`src/rtl/uart_rx_deframer.sv`:
```
// UART receive deframer: synchronises RX, runs the bit FSM off the prescaler halfway pulse,
// and hands bytes out through a one-entry valid/ready register. Define UART_RX_PARITY_EN for a parity bit.
module uart_rx_deframer #(
   parameter int DataBits = 8
) (
   input  logic                i_clk,
   input  logic                i_rst_n,
   input  logic                i_rx,
   input  logic                i_half,
   input  logic                i_strobe,
   output logic                o_presc_run,
   output logic [DataBits-1:0] o_data,
   output logic                o_valid,
   input  logic                i_ready,
   output logic                o_frame_err,
   output logic                o_parity_err,
   output logic                o_overrun,
   input  logic                i_parity_odd
);

   localparam int CntW = (DataBits > 1) ? $clog2(DataBits) : 1;

   typedef enum logic [2:0] {
      ST_IDLE,
      ST_START,
      ST_DATA,
      ST_STOP
`ifdef UART_RX_PARITY_EN
      , ST_PARITY
`endif
   } state_t;

   state_t              state;
   state_t              state_next;
   logic                rx_meta;
   logic                rx_s;
   logic [CntW-1:0]     bit_cnt;
   logic [DataBits-1:0] shift_reg;
   logic                cnt_clr;
   logic                shift_en;
   logic                par_en;
   logic                parity_bad;
   logic                frame_err_d;
   logic                parity_err_d;
   logic                overrun_d;
   logic                load_d;
   logic                unused_inputs;

   // i_strobe is reserved for future stop-bit timing.
   assign unused_inputs = i_strobe ^ i_parity_odd;

`ifdef UART_RX_PARITY_EN
   logic parity_bit;

   always_ff @(posedge i_clk or negedge i_rst_n) begin
      if (!i_rst_n) begin
         parity_bit <= 1'b0;
      end else if (par_en) begin
         parity_bit <= rx_s;
      end
   end

   assign parity_bad = ((^shift_reg) ^ parity_bit) != i_parity_odd;
`else
   assign parity_bad = 1'b0;
`endif

   assign o_presc_run = (state != ST_IDLE);

   always_ff @(posedge i_clk or negedge i_rst_n) begin
      if (!i_rst_n) begin
         rx_meta   <= 1'b1;
         rx_s      <= 1'b1;
         state     <= ST_IDLE;
         bit_cnt   <= '0;
         shift_reg <= '0;
      end else begin
         rx_meta <= i_rx;
         rx_s    <= rx_meta;
         state   <= state_next;
         if (cnt_clr) begin
            bit_cnt <= '0;
         end else if (shift_en) begin
            bit_cnt   <= bit_cnt + CntW'(1);
            shift_reg <= {rx_s, shift_reg[DataBits-1:1]};
         end
      end
   end

   always_comb begin
      state_next   = state;
      cnt_clr      = 1'b0;
      shift_en     = 1'b0;
      par_en       = 1'b0;
      frame_err_d  = 1'b0;
      parity_err_d = 1'b0;
      overrun_d    = 1'b0;
      load_d       = 1'b0;
      case (state)
         ST_IDLE: begin
            if (!rx_s) state_next = ST_START;
         end
         ST_START: begin
            if (i_half) begin
               if (rx_s) begin
                  state_next = ST_IDLE;
               end else begin
                  state_next = ST_DATA;
                  cnt_clr    = 1'b1;
               end
            end
         end
         ST_DATA: begin
            if (i_half) begin
               shift_en = 1'b1;
               if (bit_cnt == CntW'(DataBits - 1)) begin
`ifdef UART_RX_PARITY_EN
                  state_next = ST_PARITY;
`else
                  state_next = ST_STOP;
`endif
               end
            end
         end
`ifdef UART_RX_PARITY_EN
         ST_PARITY: begin
            if (i_half) begin
               par_en     = 1'b1;
               state_next = ST_STOP;
            end
         end
`endif
         ST_STOP: begin
            // Leaving at mid-stop-bit lets the next start edge be caught without delay.
            if (i_half) begin
               state_next = ST_IDLE;
               if (!rx_s) begin
                  frame_err_d = 1'b1;
               end else if (parity_bad) begin
                  parity_err_d = 1'b1;
               end else if (o_valid && !i_ready) begin
                  overrun_d = 1'b1;
               end else begin
                  load_d = 1'b1;
               end
            end
         end
         default: state_next = ST_IDLE;
      endcase
   end

   // A byte landing in the same cycle the old one is taken reloads the register with o_valid kept high.
   always_ff @(posedge i_clk or negedge i_rst_n) begin
      if (!i_rst_n) begin
         o_data       <= '0;
         o_valid      <= 1'b0;
         o_frame_err  <= 1'b0;
         o_parity_err <= 1'b0;
         o_overrun    <= 1'b0;
      end else begin
         o_frame_err  <= frame_err_d;
         o_parity_err <= parity_err_d;
         o_overrun    <= overrun_d;
         if (load_d) begin
            o_data  <= shift_reg;
            o_valid <= 1'b1;
         end else if (o_valid && i_ready) begin
            o_valid <= 1'b0;
         end
      end
   end

endmodule

```
`config.mk`:
```
export PLATFORM = sky130hd
export DESIGN_NAME = uart_rx_deframer
export DESIGN_NICKNAME = d
export VERILOG_FILES = /design/src/rtl/uart_rx_deframer.sv
export SDC_FILE = /design/constraint.sdc
export NUM_CORES = 1
export LEC_CHECK = 0
export BUFFER_PORTS_ARGS = -buffer_cell sky130_fd_sc_hd__buf_2
export CORE_MARGIN = 2
export CORE_UTILIZATION = 30
export CTS_CLUSTER_DIAMETER = 100
export DETAILED_ROUTE_END_ITERATION = 8
export GPL_TIMING_DRIVEN = 0
export SYNTH_ARGS = -nofsm -noshare
export SYNTH_HDL_FRONTEND = slang
export SYNTH_SLANG_ARGS = --single-unit
```
`constraint.sdc`:
```
create_clock -name i_clk -period 4.67 [get_ports i_clk]
set_clock_uncertainty 0.2 [all_clocks]
set_input_delay 0.2335 -clock i_clk [delete_from_list [all_inputs] [get_ports i_clk]]
set_output_delay 0.2335 -clock i_clk [all_outputs]
set_load 0.02 [all_outputs]
```
Word-level counts from Yosys, hierarchy flattened
Cells that the tools add are included.
{"block": "totals", "output_inout_bits": 13, "inputBits": 7, "reg_bits": 27, "word_cells": 54}
{"block": "classes", "muxes": 25, "eq_ne": 9, "n_reduce_logical": 9, "bitwise_logic": 1, "addsub": 1}
{"operator": "3-bit two-way mux", "count": 7}
{"operator": "1-bit two-way mux", "count": 16}
{"operator": "3-bit one-hot mux with 4 select lines", "count": 1}
{"operator": "2-bit != test, second input constant", "count": 5}
{"operator": "3-bit by 2-bit == test with 1-bit output, second input constant", "count": 2}
{"operator": "5-bit AND reduction", "count": 1}
{"operator": "2-bit nonzero test", "count": 2}
{"operator": "3-bit by 1-bit adder with 3-bit output, second input constant", "count": 1}
{"operator": "3-bit by 1-bit == test with 1-bit output, second input constant", "count": 1}
{"operator": "3-bit == test, second input constant", "count": 1}
{"operator": "3-bit logical NOT", "count": 1}
{"operator": "3-bit nonzero test", "count": 1}
{"operator": "1-bit logical AND", "count": 2}
{"operator": "2-bit two-way mux", "count": 1}
{"operator": "2-bit AND reduction", "count": 1}
{"operator": "1-bit logical NOT", "count": 1}
{"operator": "1-bit NOT", "count": 1}

Logic depth before layout (Yosys ltp)
Gate-level depths: netlist of run 1.
{"block": "logic_depth", "ltp_word": 7, "depth_mapped": 4, "ltp_nobuf": 4}

Worst setup path after synthesis of run 1
OpenSTA, ideal clock, no wires.
{"block": "synth_path", "kind": "reg-to-reg", "from": "reg rx_s", "to": "reg o_data[0]", "path_stages_with_launch": 5, "required_time_ns": 4.345, "n_path_buf": 1, "arrival_time_ns": 1.241, "setup_slack_ns": 3.104, "period_less_slack_ns": 1.566, "cell_sequence": "dfstp_2 nand4_1 nor2b_1 buf_4 mux2_2"}
{"block": "synth_via", "elab_chain_len": 3}
{"item": "start: declaration", "line_no": "36", "rtl": "logic rx_s;"}
{"item": "start signal: assignment", "line_no": "79", "rtl": "rx_s <= rx_meta;"}
{"item": "1-bit two-way mux", "line_no": "137", "rtl": "if (!rx_s) begin"}
{"item": "1-bit two-way mux", "line_no": "135", "rtl": "if (i_half) begin"}
{"item": "1-bit two-way mux", "line_no": "99", "rtl": "case (state)"}
{"item": "end signal: assignment", "line_no": "165", "rtl": "o_data <= shift_reg;"}
{"item": "end: declaration", "line_no": "12", "rtl": "output logic [DataBits-1:0] o_data,"}
Every way passes these cells.
A chain may end at the register's enable or synchronous reset.

Final worst setup path of run 1
{"block": "layout_path", "from": "reg state[1]", "to": "out o_presc_run"}
{"block": "layout_via", "elab_chain_len": 1}
{"item": "start: declaration", "line_no": "33", "rtl": "state_t state;"}
{"item": "start signal: assignment", "line_no": "80", "rtl": "state <= state_next;"}
{"item": "3-bit nonzero test", "line_no": "68", "rtl": "assign o_presc_run = (state != ST_IDLE);"}
{"item": "end: declaration", "line_no": "11", "rtl": "output logic o_presc_run,"}
Every way passes these cells.

==> results.toml, run 1 <==
[final_layout]
final_layout_size_suffix_gt1_share_pct = 45.4
nNetsFinal = 107
antenna_cells_inserted = 0
syn_to_final_growth_pct = 19.8
final_cell_area_excluding_filler_cells_sq_mm = 0.00123
filler_cell_count = 350

[synth]
postSynthRegisterBits = 26
synth_area_sq_mm = 0.00103
synth-edff-count = 0
synth_sequential_area_ratio_pct = 63.3
synth_area_leaders = "dfrtp_1, mux2_2, dfstp_2"
synth.distinct_cells = 24
synth.largest_area_cell = "dfrtp_1"
yosysWarningCount = 0
synth_top_flop_cell = "dfrtp_1"
postSynthNetCount = 82
post-synth-top-count-cell = "dfrtp_1"
async_sr_flop_fraction_pct = 100
netlist_top_cells_count = "dfrtp_1, mux2_2, nor2_1, nand2_1"
syn-instance-count = 73
share_of_the_synthesized_area_in_the_top_cell_type_pct = 58.3
post_synth.cell_area_avg_sq_um = 14.1

[hold_path]
hold_path.startpoint = "rx_meta"
holdPathStages = 0
min_delay_worst_endpoint = "rx_s"
hold_path.class = "flop to flop"

[detailed_routing]
top_layer = "met4"
via_per_inst = 4.35
drtAntennaViolNets = 0
drc = 0
route.final.wire_length_um = 1530
drt_iter0_drc = 7
first_pass_iters = 2
wl_per_cell_um = 10.7
met3WireLength_um = 63
met1_length_um = 736
detailroute.via_count = 622
wl_met2_um = 715

[worst_setup_path]
worst-r2r-setup-slack_ns = 3.00
criticalPathCategory = "flop to output pin"
cp-end-kind = "output pin"
critPathMaxFanout = 10
timing.critical_path.required_ns = 4.24
timing.critical_path.arrival_ns = 1.38
worst_r2r_endpoint = "o_data[2]"
ff2ff_path_depth = 4
rr_startpoint = "rx_s"
worstSetupStartpointType = "flop"

[floorplan]
die_y_um = 62.6
io-pin-count = 20
die-area_sq_mm = 0.00392
floorplan.initialDensity_pct = 31.1
placeableCoreArea_sq_mm = 0.00331
row_count = 21
die_width_um = 62.6

[sta]
period_needed_ns = 1.81
drv_slew = 0
grt_setup_unrepaired = "false"
final_total_negative_setup_slack_ns = 0
period_utilization_pct = 38.8
fmax_mhz = 552
worst-slew-pin-transition_ns = 0.551
hold_viol_final = 0
max_slew_margin_pct = 63.3
setup_viol = 0

[pwr]
power.density_cell_area_mw_per_mm2 = 530
peakVddDrop_mv = 0.234
static-leakage-power_uw = 0.000644

[clock_network]
clk_pin_slew_worst_paths_ns = 0.13
deepest_clock_path_buffer_count = 2
postCtsSetupBuffers = 0
cts_tree = "done"
clk_latency_ns = 0.31
total_number_of_h_tree_levels = 1
cts.sinks = 26
clock-root-buffer = "clkbuf_4"
cts_made_buffers = 3

[grt]
grt_util_all_layers_pct = 9.03
grt_pass1_wl_um = 2810
globalRoute.totalOverflow = 0
grt_antenna_before_repair = 0
grt_start_max_net_pins = 27
vias_in_the_first_global_route = 615

[flow_run]
maximum_capacitance_violations = 0

[place]
io_buffers = 16
gp_congestion = 0.749
post_dp_cell_area_sq_mm = 0.00117
dp_hpwl_um = 1110

[run_status]
status = "completed"
## metal layers
metal / vias to the layer above / GRT usage [%]
met2: 12 / 14.5
met3: 2 / 3.24
met4: 0 / 2.50
li1: 304 / -
met1: 304 / 11.5
met5: - / 0
## report_power, final
part | total [uW] | internal [uW] | switching [uW]
Combinational | 216 | 107 | 109
Clock | 92.7 | 33.3 | 59.4
Sequential | 346 | 297 | 48.7
Total | 655 | 438 | 217
## kinds of logic after synthesis
logic type / after synthesis / synth area share (%)
AO/OA/AOI/OAI: 8 / 5.95
adder cells (fa/ha/maj): 2 / 2.43
buffers and inverters: 4 / 2.30
flip-flops: 26 / 63.3
multiplexers: 16 / 17.5
other: 1 / 0.364
AND/OR/NAND/NOR: 16 / 8.13
## critical path: stages (launching register included)
cell     delay [ns]
dfrtp_1        0.43
buf_2          0.18
or2_2          0.30
buf_2          0.16
## how the worst max path moves through the flow
stage	from	endpoint
after detailed placement	rx_s	o_data[2]
after floorplan	rx_s	o_data[0]
after CTS	state[1]	o_presc_run
after global placement	rx_s	o_data[1]
final	state[1]	o_presc_run
after global routing	state[1]	o_presc_run
## metrics by stage
step	cells	setup slack, ns	util (%)	power, uW	hold WS [ns]
after detailed placement	135	2.99	35.3	571	0.0611
after global placement	135	2.99	35.3	558	0.0510
after CTS	143	2.84	37.3	669	0.168
final	143	2.86	37.3	655	0.165
after floorplan	73	3.10	-	503	-0.262
after global routing	143	2.79	37.3	708	0.169
## cells in the final DEF, fill, tap and decap left out, types with 2 or more instances in the layout
cell type	synthesis	final
buf_2	1	17
dfrtp_1	24	24
nor2_1	4	4
dfstp_2	2	2
clkbuf_4	0	3
o221a_2	2	2
dlygate4sd3_1	0	4
buf_4	2	2
ha_1	2	2
nand2_1	3	3
mux2_2	16	16
a21o_1	2	2
a21oi_1	2	2
## cell type report
cell class / instances / area, sq um / share of cell area [%]
Buffer: 3 / 20.0 / 1.62
Inverter: 1 / 3.75 / 0.304
Timing Repair Buffer: 20 / 120 / 9.73
Sequential cell: 26 / 653 / 52.9
Multi-Input combinational cell: 43 / 354 / 28.7
Tap cell: 46 / 57.6 / 4.66
Clock buffer: 4 / 26.3 / 2.13
## timing repair
item                                   CTS  global route
resized for setup                        0             0
endpoints found under the hold margin   27             0
hold buffers                             4             0
Note: power is estimated with default switching activity, not from simulation.
==> run 2: changes to the inputs <==
clock period = 1.5 ns   (was 4.67 ns; I/O delays follow)
==> run 2 against run 1 <==
Against the previous run:
- the flow now finishes with violations (setup timing)
- wire length rose by 21%
- first-iteration DRC count rose to 3.3 times the previous value
- global-route usage rose by 2.0 points
- critical path depth rose by 1
- largest cell class unchanged
- highest routed layer unchanged
==> results.toml, run 2 (synthesis results as in run 1) <==
[final_layout]
final_layout_size_suffix_gt1_share_pct = 52.8
syn_to_final_growth_pct = 35.1
layout_commonest_cell = "dfrtp_1"
antenna_cells_inserted = 0
nNetsFinal = 116
postLayoutCoreUtil_pct = 42.1
most-common-layout-cells = "dfrtp_1, buf_2, buf_4, mux2_2, mux2_4"
finalNonFillerCells = 152

[detailed_routing]
wl_met2_um = 851
drt_iter0_drc = 23
route.final.wire_length_um = 1850
drtAntennaViolNets = 0
detailroute.via_count = 665
met1_length_um = 892
wl_per_cell_um = 12.2
drc = 0
top_layer = "met4"
via_per_inst = 4.38
met3WireLength_um = 72
first_pass_iters = 4

[worst_setup_path]
worst-r2r-setup-slack_ns = -0.13
ff2ff_path_depth = 4
worstSetupEndpoint = "o_data[0]"
worst_r2r_endpoint = "o_data[0]"
critical_path.n_buffers_inverters = 1
rr_startpoint = "rx_s"
crit_cells = 4
criticalPathCategory = "flop to flop"
timing.critical_path.arrival_ns = 1.65
cp-end-kind = "flop"
crit_chain = "nand4_1, nor2b_1, buf_6, mux2_4"
timing.critical_path.required_ns = 1.51
largest_delay_contributor_family_on_the_critical_path = "flip-flops"
worstSetupStartpointType = "flop"
critPathMaxFanout = 8
timing.critical_path.from = "rx_s"
cpMaxStageDelayCell = "dfstp_2"
worst_path_largest_cell_delay_ns = 0.56

[clock_network]
total_number_of_h_tree_levels = 1
clock-root-buffer = "clkbuf_4"
deepest_clock_path_buffer_count = 2
cts_tree = "done"
clk_pin_slew_worst_paths_ns = 0.14
cts_made_buffers = 3
cts.sinks = 26
clk_latency_ns = 0.32

[floorplan]
io-pin-count = 20
placeableCoreArea_sq_mm = 0.00331
floorplan.initialDensity_pct = 31.1
die_width_um = 62.6
die-area_sq_mm = 0.00392
row_count = 21
die_y_um = 62.6

[grt]
globalRoute.totalOverflow = 0
grt_pass1_wl_um = 3390
grt_antenna_before_repair = 0
vias_in_the_first_global_route = 694
grt_start_max_net_pins = 27
grt_util_all_layers_pct = 11.0

[pwr]
static-leakage-power_uw = 0.000731
power.density_cell_area_mw_per_mm2 = 1780
p_total_uw = 2480
peakVddDrop_mv = 1.01

[sta]
hold_viol_final = 0
fmax_mhz = 612
worst-slew-pin-transition_ns = 0.555
final_total_negative_setup_slack_ns = -1.06
period_utilization_pct = 109
grt_setup_unrepaired = "true"
whs_ns = 0.0333
setup_viol = 9
worst_setup_slack_final_ns = -0.135
max_slew_margin_pct = 63.0
drv_slew = 0
period_needed_ns = 1.63

[hold_path]
hold_path.class = "input pin to flop"

[flow_run]
maximum_capacitance_violations = 0

[run_status]
status = "finished with violations"
violations = "setup timing"

[place]
dp_hpwl_um = 1110
gp_congestion = 0.757
dpl.cell_count = 135
io_buffers = 16
-- run 2: cell count changes in the layout (fill, tap and decap cells not counted), moves of 2 or more --
cell	before	now
buf_2	17	15
buf_4	2	9
buf_6	0	3
mux2_2	16	8
mux2_4	0	8
nand2_4	0	2
-- run 2: layout make-up --
cell class | count | area, sq um
Inverter | 1 | 3.75
Sequential cell | 26 | 653
Clock inverter | 1 | 30.0
Buffer | 3 | 30.0
Timing Repair Buffer | 28 | 186
Tap cell | 46 | 57.6
Multi-Input combinational cell | 44 | 409
Clock buffer | 3 | 22.5
Fill cell | 318 | 1920
-- run 2: worst min-delay path by stage --
stage                     startpoint          to  depth (start not counted)
final                         i_half   o_overrun                          5
after global routing          i_half   o_overrun                          5
after CTS                     i_half    state[0]                          2
after detailed placement     i_rst_n   o_data[5]                          1
after global placement       i_rst_n   o_data[5]                          1
after floorplan              i_rst_n  bit_cnt[0]                          0
-- run 2: metal layers --
layer / up-vias / track usage, %
li1: 322 / -
met1: 327 / 14.5
met2: 12 / 16.9
met3: 4 / 4.14
met4: 0 / 3.33
met5: - / 0
-- run 2: what timing repair did --
| action | 4_1_cts | 5_1_grt |
|---|---|---|
| gates resized for setup | 15 | 3 |
| setup endpoints to repair | 19 | 20 |
| pin swaps | 2 | 1 |
| cloned | 1 | 0 |
| buffers inserted | 5 | 5 |
| hold buffers | 3 | 1 |
| endpoints found under the hold margin | 32 | 2 |
-- run 2: where the power goes --
group	switching (uW)	internal, uW	leakage [uW]
combinational	423	505	0.000363
clock	206	270	0.0000279
sequential	152	925	0.000341
total	781	1700	0.000731
-- run 2: stage by stage --
stage | worst slack [ns] | cell area, sq um
3_3_place_gp | -0.178 | 1170
5_1_grt | -0.152 | 1390
2_1_floorplan | -0.0660 | 1030
3_5_place_dp | -0.191 | 1170
6_report | -0.135 | 1390
4_1_cts | -0.137 | 1350
-- run 2: worst min-delay path, stage by stage --
cell and delay [ns]:
buf_2 0.11, nand4_1 0.11, buf_4 0.11, buf_4 0.09, nor2_1 0.03
==> run 3: changes to the inputs <==
PLACE_DENSITY = 0.59   (was default)
==> run 3 against run 2 <==
Against the previous run:
- the flow still finishes with violations (setup timing)
- cell area shrank 3.3%
- worst hold slack gained 0.028 ns
- highest routed layer is now met3
- via count shrank 0.30%
- count of clock-buffer cells in the layout grew 1
- largest power group unchanged
- largest cell class unchanged
- die area is the same
==> results.toml, run 3 (synthesis results as in run 1) <==
[run_status]
status = "finished with violations"
violations = "setup timing"

[final_layout]
final_layout_size_suffix_gt1_share_pct = 50.5
filler_cell_count = 352
final_cell_area_excluding_filler_cells_sq_mm = 0.00135
nNetsFinal = 113
layout_commonest_cell = "dfrtp_1"
syn_to_final_growth_pct = 30.6
sequential_cell_area_sq_um = 653
antenna_cells_inserted = 0
most-common-layout-cells = "dfrtp_1, buf_2, mux2_4, mux2_2, buf_4"
multi_input_area_sq_um = 394

[clock_network]
clk_pin_slew_worst_paths_ns = 0.14
clk_latency_ns = 0.32
cts.sinks = 26
cts_tree = "done"
cts_made_buffers = 3
clock-root-buffer = "clkbuf_4"
deepest_clock_path_buffer_count = 2
total_number_of_h_tree_levels = 1

[floorplan]
placeableCoreArea_sq_mm = 0.00331
row_count = 21
io-pin-count = 20
die-area_sq_mm = 0.00392
floorplan.initialDensity_pct = 31.1
die_width_um = 62.6
die_y_um = 62.6

[worst_setup_path]
timing.critical_path.arrival_ns = 1.66
crit_chain = "nand4_1, nor2b_1, buf_6, mux2_4"
timing.critical_path.required_ns = 1.52
cpMaxStageDelayCell = "dfstp_2"
cp-end-kind = "flop"
criticalPathCategory = "flop to flop"
worst-r2r-setup-slack_ns = -0.13
worst_r2r_endpoint = "o_data[2]"
ff2ff_path_depth = 4
worstSetupStartpointType = "flop"
rr_startpoint = "rx_s"
worst_path_largest_cell_delay_ns = 0.56
critPathMaxFanout = 8

[sta]
worst_setup_slack_final_ns = -0.134
setup_viol = 11
grt_setup_unrepaired = "true"
final_total_negative_setup_slack_ns = -1.10
fmax_mhz = 612
worst-slew-pin-transition_ns = 0.579
period_needed_ns = 1.63
hold_viol_final = 0
period_utilization_pct = 109
drv_slew = 0
max_slew_margin_pct = 61.4
whs_ns = 0.0611

[detailed_routing]
route.final.wire_length_um = 1810
wl_met2_um = 891
drc = 0
met1_length_um = 866
first_pass_iters = 4
wl_per_cell_um = 12.1
drt_iter0_drc = 25
via_per_inst = 4.45
met3WireLength_um = 49
detailroute.via_count = 663
top_layer = "met3"
drtAntennaViolNets = 0

[place]
gp_congestion = 0.726
post_dp_cell_area_sq_mm = 0.00117
dp_hpwl_um = 1120
io_buffers = 16

[grt]
grt_antenna_before_repair = 0
grt_start_max_net_pins = 27
vias_in_the_first_global_route = 696
globalRoute.totalOverflow = 0
grt_util_all_layers_pct = 10.4
grt_pass1_wl_um = 3260

[pwr]
seqPwrFrac_pct = 46.4
p_total_uw = 2320
netSwitchingPower_uw = 761
relative_contribution_of_combinational_cells_to_total_power_pct = 38.2
clockPowerShare_pct = 15.4
switching_fraction_pct = 32.7
power.density_cell_area_mw_per_mm2 = 1730
static-leakage-power_uw = 0.000709
peakVddDrop_mv = 0.569
cell_internal_pwr_uw = 1560

[hold_path]
hold_path.startpoint = "i_half"
holdPathStages = 4
min_delay_worst_endpoint = "bit_cnt[0]"
hold_path.class = "input pin to flop"

[flow_run]
maximum_capacitance_violations = 0
run 3: cell types whose count changed in the layout (fill, tap and decap cells not counted), sizes merged:
cell,before,now
clkbuf,3,4
nand2,5,4
buf,27,25
bufinv,1,0
run 3: repair_timing:
| item | CTS | global route |
|---|---|---|
| pin swaps | 2 | 0 |
| hold buffers | 4 | 0 |
| buffers inserted | 5 | 1 |
| endpoints found under the setup margin | 19 | 18 |
| hold endpoints to repair | 32 | 0 |
| gates resized for setup | 15 | 1 |
run 3: power groups by stage:
stage / registers, uW / logic [uW] / clock network, uW
after global placement: 1080 / 654 / 0
after floorplan: 1150 / 415 / 0
after CTS: 1080 / 863 / 369
after detailed placement: 1100 / 677 / 0
final: 1080 / 887 / 357
after global routing: 1120 / 967 / 396
run 3: worst max-delay path by stage:
stage | from | to | slack (ns) | depth (start not counted)
final | rx_s | o_data[2] | -0.13 | 4
after global routing | rx_s | o_data[7] | -0.19 | 4
after floorplan | rx_s | o_data[0] | -0.07 | 4
after global placement | rx_s | o_data[1] | -0.18 | 4
after CTS | rx_s | o_data[7] | -0.14 | 4
after detailed placement | rx_s | o_data[5] | -0.19 | 4
run 3: routing by layer:
layer,vias to the layer above,global-route usage (%)
met2,17,17.1
li1,314,-
met3,0,1.26
met5,-,0
met4,0,5.00
met1,332,13.8
run 3: critical path: cells and delay by family, from the launching register on:
kind	cells	cell delay (ns)
buffers and inverters	1	0.18
and+or+nand+nor	2	0.28
DFF	1	0.56
muxes	1	0.31
run 3: through the flow:
stage / setup WS [ns] / std cells / util [%]
final: -0.134 / 149 / 40.7
after global routing: -0.194 / 149 / 40.7
after CTS: -0.136 / 148 / 40.3
after detailed placement: -0.194 / 135 / 35.3
after global placement: -0.177 / 135 / 35.3
after floorplan: -0.0660 / 73 / -
run 3: area by class of cell:
| cell class | instances | area share (%) |
|---|---|---|
| clock buffers | 4 | 2.70 |
| inverters | 1 | 0.279 |
| well taps | 46 | 4.28 |
| plain buffers | 3 | 2.23 |
| flip-flops and latches | 26 | 48.5 |
| repair buffers | 26 | 12.7 |
| multi-input cells | 43 | 29.3 |
